===== config.mk =====
export PLATFORM = sky130hd
export DESIGN_NAME = bit_stuff_tx
export DESIGN_NICKNAME = d
export VERILOG_FILES = /design/src/rtl/bit_stuff_tx.sv
export SDC_FILE = /design/constraint.sdc
export NUM_CORES = 1
export LEC_CHECK = 0
export CORE_MARGIN = 5
export CORE_UTILIZATION = 25
export DETAILED_ROUTE_END_ITERATION = 16
export PLACE_DENSITY = 0.41
export SYNTH_ARGS = -nofsm -noshare
export SYNTH_HDL_FRONTEND = slang
export SYNTH_SLANG_ARGS = --single-unit

===== constraint.sdc =====
create_clock -name CLK -period 2.6 [get_ports CLK]
set_clock_uncertainty 0.1 [all_clocks]
set_input_delay 0.52 -clock CLK [delete_from_list [all_inputs] [get_ports CLK]]
set_output_delay 0.52 -clock CLK [all_outputs]
set_load 0.01 [all_outputs]

===== src/rtl/bit_stuff_tx.sv =====
// Serial bit-stuffing transmitter: parallel words out LSB first, with a 0 forced after every RUN_MAX ones.
// Define BIT_STUFF_TX_PARITY_EN to append one even-parity bit (itself subject to stuffing) to every word.
module bit_stuff_tx #(
  parameter int DATA_W  = 8,
  parameter int RUN_MAX = 5
) (
  input  logic              CLK,
  input  logic              rst,
  input  logic [DATA_W-1:0] data_in,
  input  logic              valid_in,
  output logic              ready,
  output logic              Dout,
  output logic              Dout_valid,
  output logic              stuff
);

  localparam int CNT_W = (DATA_W > 1) ? $clog2(DATA_W) : 1;
  localparam int RUN_W = $clog2(RUN_MAX + 1);
  localparam logic [CNT_W-1:0] LAST_BIT = CNT_W'(DATA_W - 1);
  localparam logic [RUN_W-1:0] RUN_TRIG = RUN_W'(RUN_MAX - 1);

`ifdef BIT_STUFF_TX_PARITY_EN
  typedef enum logic [1:0] {IDLE, SEND, PARITY, STUFF} state_t;

  function automatic logic even_parity(input logic [DATA_W-1:0] w);
    return ^w;
  endfunction

  logic parity_q;
`else
  typedef enum logic [1:0] {IDLE, SEND, STUFF} state_t;
`endif

  // ret_q holds where a STUFF cycle resumes; IDLE there means "end of frame".
  state_t            state, state_nxt;
  state_t            ret_q, ret_nxt;
  logic [DATA_W-1:0] shift_reg;
  logic [CNT_W-1:0]  bit_cnt;
  logic [RUN_W-1:0]  run_cnt;

  logic hit_run;
  logic final_bit;
  logic frame_end;
  logic accept;

  // A 1 on the line that completes a run of RUN_MAX forces the next slot to be a stuffed 0.
  assign hit_run = Dout && (run_cnt == RUN_TRIG);

`ifdef BIT_STUFF_TX_PARITY_EN
  assign final_bit = (state == PARITY);
`else
  assign final_bit = (state == SEND) && (bit_cnt == LAST_BIT);
`endif

  assign frame_end = (final_bit && !hit_run) || ((state == STUFF) && (ret_q == IDLE));
  assign ready     = (state == IDLE) || frame_end;
  assign accept    = valid_in && ready;

  // ---- state register
  always_ff @(posedge CLK or negedge rst) begin
    if (!rst) begin
      state <= IDLE;
      ret_q <= IDLE;
    end else begin
      state <= state_nxt;
      ret_q <= ret_nxt;
    end
  end

  // ---- next-state logic
  always_comb begin
    state_nxt = state;
    ret_nxt   = ret_q;
    case (state)
      IDLE: begin
        if (accept) state_nxt = SEND;
      end
      SEND: begin
        if (hit_run) begin
          state_nxt = STUFF;
          if (bit_cnt != LAST_BIT) ret_nxt = SEND;
`ifdef BIT_STUFF_TX_PARITY_EN
          else                     ret_nxt = PARITY;
`else
          else                     ret_nxt = IDLE;
`endif
        end else if (bit_cnt != LAST_BIT) begin
          state_nxt = SEND;
        end else begin
`ifdef BIT_STUFF_TX_PARITY_EN
          state_nxt = PARITY;
`else
          state_nxt = accept ? SEND : IDLE;
`endif
        end
      end
`ifdef BIT_STUFF_TX_PARITY_EN
      PARITY: begin
        if (hit_run) begin
          state_nxt = STUFF;
          ret_nxt   = IDLE;
        end else begin
          state_nxt = accept ? SEND : IDLE;
        end
      end
`endif
      STUFF: begin
        if (ret_q == IDLE) state_nxt = accept ? SEND : IDLE;
        else               state_nxt = ret_q;
      end
      default: state_nxt = IDLE;
    endcase
  end

  // ---- output decode (Moore on registered state)
  always_comb begin
    Dout       = 1'b0;
    Dout_valid = 1'b0;
    stuff      = 1'b0;
    case (state)
      SEND: begin
        Dout       = shift_reg[0];
        Dout_valid = 1'b1;
      end
`ifdef BIT_STUFF_TX_PARITY_EN
      PARITY: begin
        Dout       = parity_q;
        Dout_valid = 1'b1;
      end
`endif
      STUFF: begin
        Dout_valid = 1'b1;
        stuff      = 1'b1;
      end
      default: ;
    endcase
  end

  // ---- shift register, bit position and run tracking
  always_ff @(posedge CLK or negedge rst) begin
    if (!rst) begin
      shift_reg <= '0;
      bit_cnt   <= '0;
`ifdef BIT_STUFF_TX_PARITY_EN
      parity_q  <= 1'b0;
`endif
    end else if (accept) begin
      shift_reg <= data_in;
      bit_cnt   <= '0;
`ifdef BIT_STUFF_TX_PARITY_EN
      parity_q  <= even_parity(data_in);
`endif
    end else if (state == SEND) begin
      shift_reg <= shift_reg >> 1;
      if (bit_cnt != LAST_BIT) bit_cnt <= bit_cnt + CNT_W'(1);
    end
  end

  // The run survives word boundaries; only a transmitted 0 or a return to IDLE clears it.
  always_ff @(posedge CLK or negedge rst) begin
    if (!rst) begin
      run_cnt <= '0;
    end else if (state_nxt == IDLE) begin
      run_cnt <= '0;
    end else if (state == STUFF) begin
      run_cnt <= '0;
    end else if (Dout_valid) begin
      run_cnt <= Dout ? run_cnt + RUN_W'(1) : '0;
    end
  end

endmodule


# Word-level counts from Yosys, hierarchy flattened
# Index checks and enable logic that the tools add are counted.
[word_totals] memories=0 in_bits=11 rom_bits=0 latchBits=0 reg_bits=18 elab_cells=48 mem_bits_rw=0
[op_classes] reduce_logical=17 mux=19 order_cmp=0 n_div=0 n_eq_ne=5 bitwise=0 mul=0 shifts=0 n_addsub=2
[ops] cell="3-bit two-way mux" n=7
[ops] cell="8-bit two-way mux" n=2
[ops] cell="3-bit by 1-bit adder with 3-bit output (second input constant)" n=2
[ops] cell="3-bit equality test (second input constant)" n=2
[ops] cell="2-bit logical NOT" n=3
[ops] cell="1-bit two-way mux" n=6
[ops] cell="2-bit two-way mux" n=3
[ops] cell="2-bit one-hot mux with 3 select lines" n=1
[ops] cell="1-bit logical AND" n=5
[ops] cell="2-bit AND reduction" n=2
[ops] cell="2-bit nonzero test" n=2
[ops] cell="3-bit inequality test (second input constant)" n=1
[ops] cell="3-bit nonzero test" n=1
[ops] cell="2-bit by 1-bit equality test with 1-bit output (second input constant)" n=1
[ops] cell="2-bit equality test (second input constant)" n=1
[ops] cell="1-bit logical OR" n=2
[ops] cell="2-bit OR reduction" n=1
[ops] cell="1-bit logical NOT" n=1

# Depth between registers and ports, before layout
[depth] word_depth=14 mapped_depth=7 depth_no_buf=6

# Worst setup path after synthesis
# No wires, ideal clock.
[synth_timing] path_type="reg2reg" start="register state[0]" end="register shift_reg[0]" path_buffers=1 slack_ps=878 arrival_time_ps=1497 synth_period_minus_slack_ps=1722 path_stages_with_launch=7 setup_ps=125 cell_sequence="dfrtp_1 > inv_1 > ha_1 > a21oi_1 > a21bo_1 > buf_6 > mux2_4"
[synth_between] elab_chain_len=9 elab_cells_between_ends=14 classes_between="eq/ne (2); mux (2); reduce/logical (10)"
[synth_lines] element="start, declared" line="35" rtl="state_t state, state_nxt;"
[synth_lines] element="start signal, assigned" line="65" rtl="state <= state_nxt;"
[synth_lines] element="2-bit by 1-bit equality test with 1-bit output" line="52, 120, 153"
[synth_lines] element="1-bit two-way mux" line="120" rtl="case (state)"
[synth_lines] element="1-bit logical AND" line="47" rtl="assign hit_run = Dout && (run_cnt == RUN_TRIG);"
[synth_lines] element="1-bit logical NOT" line="55" rtl="assign frame_end = (final_bit && !hit_run) || ((state == STUFF) && (ret_q == IDLE));"
[synth_lines] element="1-bit logical AND" line="55"
[synth_lines] element="1-bit logical OR" line="55"
[synth_lines] element="1-bit logical OR" line="56" rtl="assign ready = (state == IDLE) || frame_end;"
[synth_lines] element="1-bit logical AND" line="57" rtl="assign accept = valid_in && ready;"
[synth_lines] element="8-bit two-way mux or 2-bit nonzero test (tied branches)"
[synth_lines] element="end signal, assigned" line="148" rtl="shift_reg <= data_in;"
[synth_lines] element="end signal, assigned" line="154" rtl="shift_reg <= shift_reg >> 1;"
[synth_lines] element="end, declared" line="37" rtl="logic [DATA_W-1:0] shift_reg;"
# Parallel ways exist; a longest one is shown, timed or not.
# A chain may end at the register's enable or synchronous reset.

# Final worst setup path
[layout_timing] start="register state[0]" end="output ready"
[layout_between] elab_chain_len=7 elab_cells_between_ends=11 classes_between="eq/ne (2); mux (1); reduce/logical (8)"
[layout_lines] element="2-bit by 1-bit equality test with 1-bit output" line="52, 120"
[layout_lines] element="1-bit two-way mux" line="120"
[layout_lines] element="1-bit logical AND" line="47"
[layout_lines] element="1-bit logical NOT" line="55"
[layout_lines] element="1-bit logical AND" line="55"
[layout_lines] element="1-bit logical OR" line="55"
[layout_lines] element="1-bit logical OR *" line="56"
[layout_lines] element="end, declared" line="11" rtl="output logic ready,"
# Mark *: on every way between the ends. The rest lies on a longest branch, timed or not.

==> flow_summary.ini <==
[run_status]
outcome = finished clean

[floorplanning]
core_area_sq_um = 3940
dieArea_sq_um = 5400
die_h_um = 73.5
rows = 23
io_pins = 15
die_w_um = 73.5
initial_core_util_pct = 25.6

[synth]
synth_fp_nets = 104
ys_seq_area_share_pct = 42.2
synth_area_per_cell_sq_um = 11.9
synth_cell_type_count = 27
async_flop_share_pct = 100
yosysWarnings = 0
ys.flop_type = dfrtp_1
yosys.area.top_type = dfrtp_1
synth_seq_cells = 17
netlist_area_sq_um = 1010
synthCells = 85
synth_edf_count = 0
synthTopCellsByArea = dfrtp_1 (42%), mux2_4 (12%), ha_1 (9.9%)
synth_top_area_share_pct = 42.2

[final_layout]
syn_to_final_growth_pct = 24.6
final_cell_mix = dfrtp_1 (17), clkdlybuf4s50_1 (14), mux2_4 (8)
num-nets-final = 123
largest_reg_flops = 8
layout_commonest_cell = dfrtp_1
finish.instance_area_sq_um = 1260
fillCellCount = 391
layout-drive-gt1-share_pct = 25.2
antenna_cells = 0

[hold_path]
hp-class = reg2reg
holdPathStages = 2

[sta]
worst_slew_pin_slew_ps = 459
hold_ws_ps = 408
rsz0062_at_grt = no
finalCritPeriodShare_pct = 94.7
tns_ps = 0
layout_min_cycle_time_ps = 2460
final_max_slew_viol_count = 0
fmax_mhz = 406
hold_violations = 0
max-slew-margin-rel_pct = 69.4
setup_viol = 0

[worst_setup_path]
critPathMaxFanout = 6
ff2ff_path_depth = 5
path_buf_inv = 2
slowest_stage = clkdlybuf4s50_1
path_cells = inv_1, ha_1, a21oi_1, nand2_1, clkdlybuf4s50_1
max_stage_delay_ps = 490
critPathKind = reg2out
critPathArrivalTime_ps = 1840
crit_family = buffers and inverters
cp.required_ps = 1980
crit_path_end_kind = primary output
cp_num_cells = 5
cp-start-kind = flop

[drt]
drtIter0Drc = 14
viasPerCell = 4.33
wl_per_cell_um = 12.2
via_count = 662
drt_first_pass_iters = 4
ant_nets = 0
wirelength_um = 1860
remaining_drc_errors = 0

[placement]
place_hpwl_um = 1430
io_buffers = 14
placed_area_sq_um = 1210
place.gp.congestion = 0.693

[clock_tree]
ctsRootBufferMaster = clkbuf_8
cts_setup_buffers = 0
htree_levels = 1
clockBufferDepth = 2
ctsHoldBuffers = 0
postCtsResizedCells = 0
cts_tree = built
clk_latency_ps = 250
clk_pin_slew_worst_paths_ps = 70
cts_made_buffers = 3
cts_sinks = 17

[grt]
antenna_found_initial = 0
grt_use_total_pct = 7.72
grt_pass1_vias = 701
gr-total-overflow = 0
grt_pass1_wl_um = 3150
grt_max_degree = 18

[flow_run]
drv_cap = 0

[power_and_ir_drop]
power_density_nw_per_um2 = 897
leakage_nw = 0.581
finalPower_mw = 1.13
peakVddDrop_v = 0.000251
synthesized netlist by cell type (2+ instances only):
library cell,instances
mux2_4,8
o21ai_0,3
nor4_1,3
mux2i_1,2
nand2_1,3
dfrtp_1,17
mux2_2,7
nand3_2,2
ha_1,8
nor2_1,5
inv_1,7
a31oi_1,2
a21oi_1,2
and2_4,2
nand2b_1,2
stage by stage:
step	utilization (%)	instances	setup slack (ps)
after floorplan	-	85	878
after global placement	30.6	149	396
after detailed placement	30.6	149	397
after CTS	31.8	153	96.8
after global routing	31.9	153	5.79
final	31.9	153	137
worst min-delay path, cell delays in order (launching register included):
cell     delay (ps)
dfrtp_1         360
nand2_1          50
o21ai_0          60
power breakdown:
group,switching (mW),leakage [nW],internal (mW)
logic,0.209,0.336,0.302
clock network,0.0957,0.0255,0.106
registers,0.0550,0.219,0.359
metal layers:
layer	global-route usage [%]	vias to the layer above	part of all wire, %
li1	-	332	-
met1	9.12	312	47
met2	12.5	16	47
met3	2.19	2	5.4
met4	4.23	0	1.1
met5	0	-	0
cell type report:
class                           count  area [sq um]  area share (%)
Multi-Input combinational cell     59           541            43.0
Timing Repair Buffer               16           155            12.4
Inverter                            7          26.3            2.09
Clock buffer                        3          41.3            3.29
Sequential cell                    17           425            33.9
Tap cell                           50          62.6            4.98
Clock inverter                      1          5.00           0.398
cells by family (layout without fill, tap and decap cells):
family                   Yosys count  after routing  synth area share [%]
AO/OA/AOI/OAI                     12             12                  7.94
XOR/XNOR                           1              1                 0.869
adder cells (fa/ha/maj)            8              8                  9.93
buffers and inverters              9             27                  4.47
flip-flops                        17             17                  42.2
multiplexers                      18             18                  22.8
AND/OR/NAND/NOR                   20             20                  11.8
final timing paths:
check	startpoint	end	slack [ps]
hold / removal	ret_q[0]	ret_q[0]	410
hold reg to reg	ret_q[0]	ret_q[0]	410
min in group asynchronous	rst	run_cnt[1]	490
setup reg to reg	state[0]	shift_reg[1]	600
max in group asynchronous	rst	bit_cnt[1]	1710
setup / recovery	state[0]	ready	140
Power figures use the tool's default switching activity.
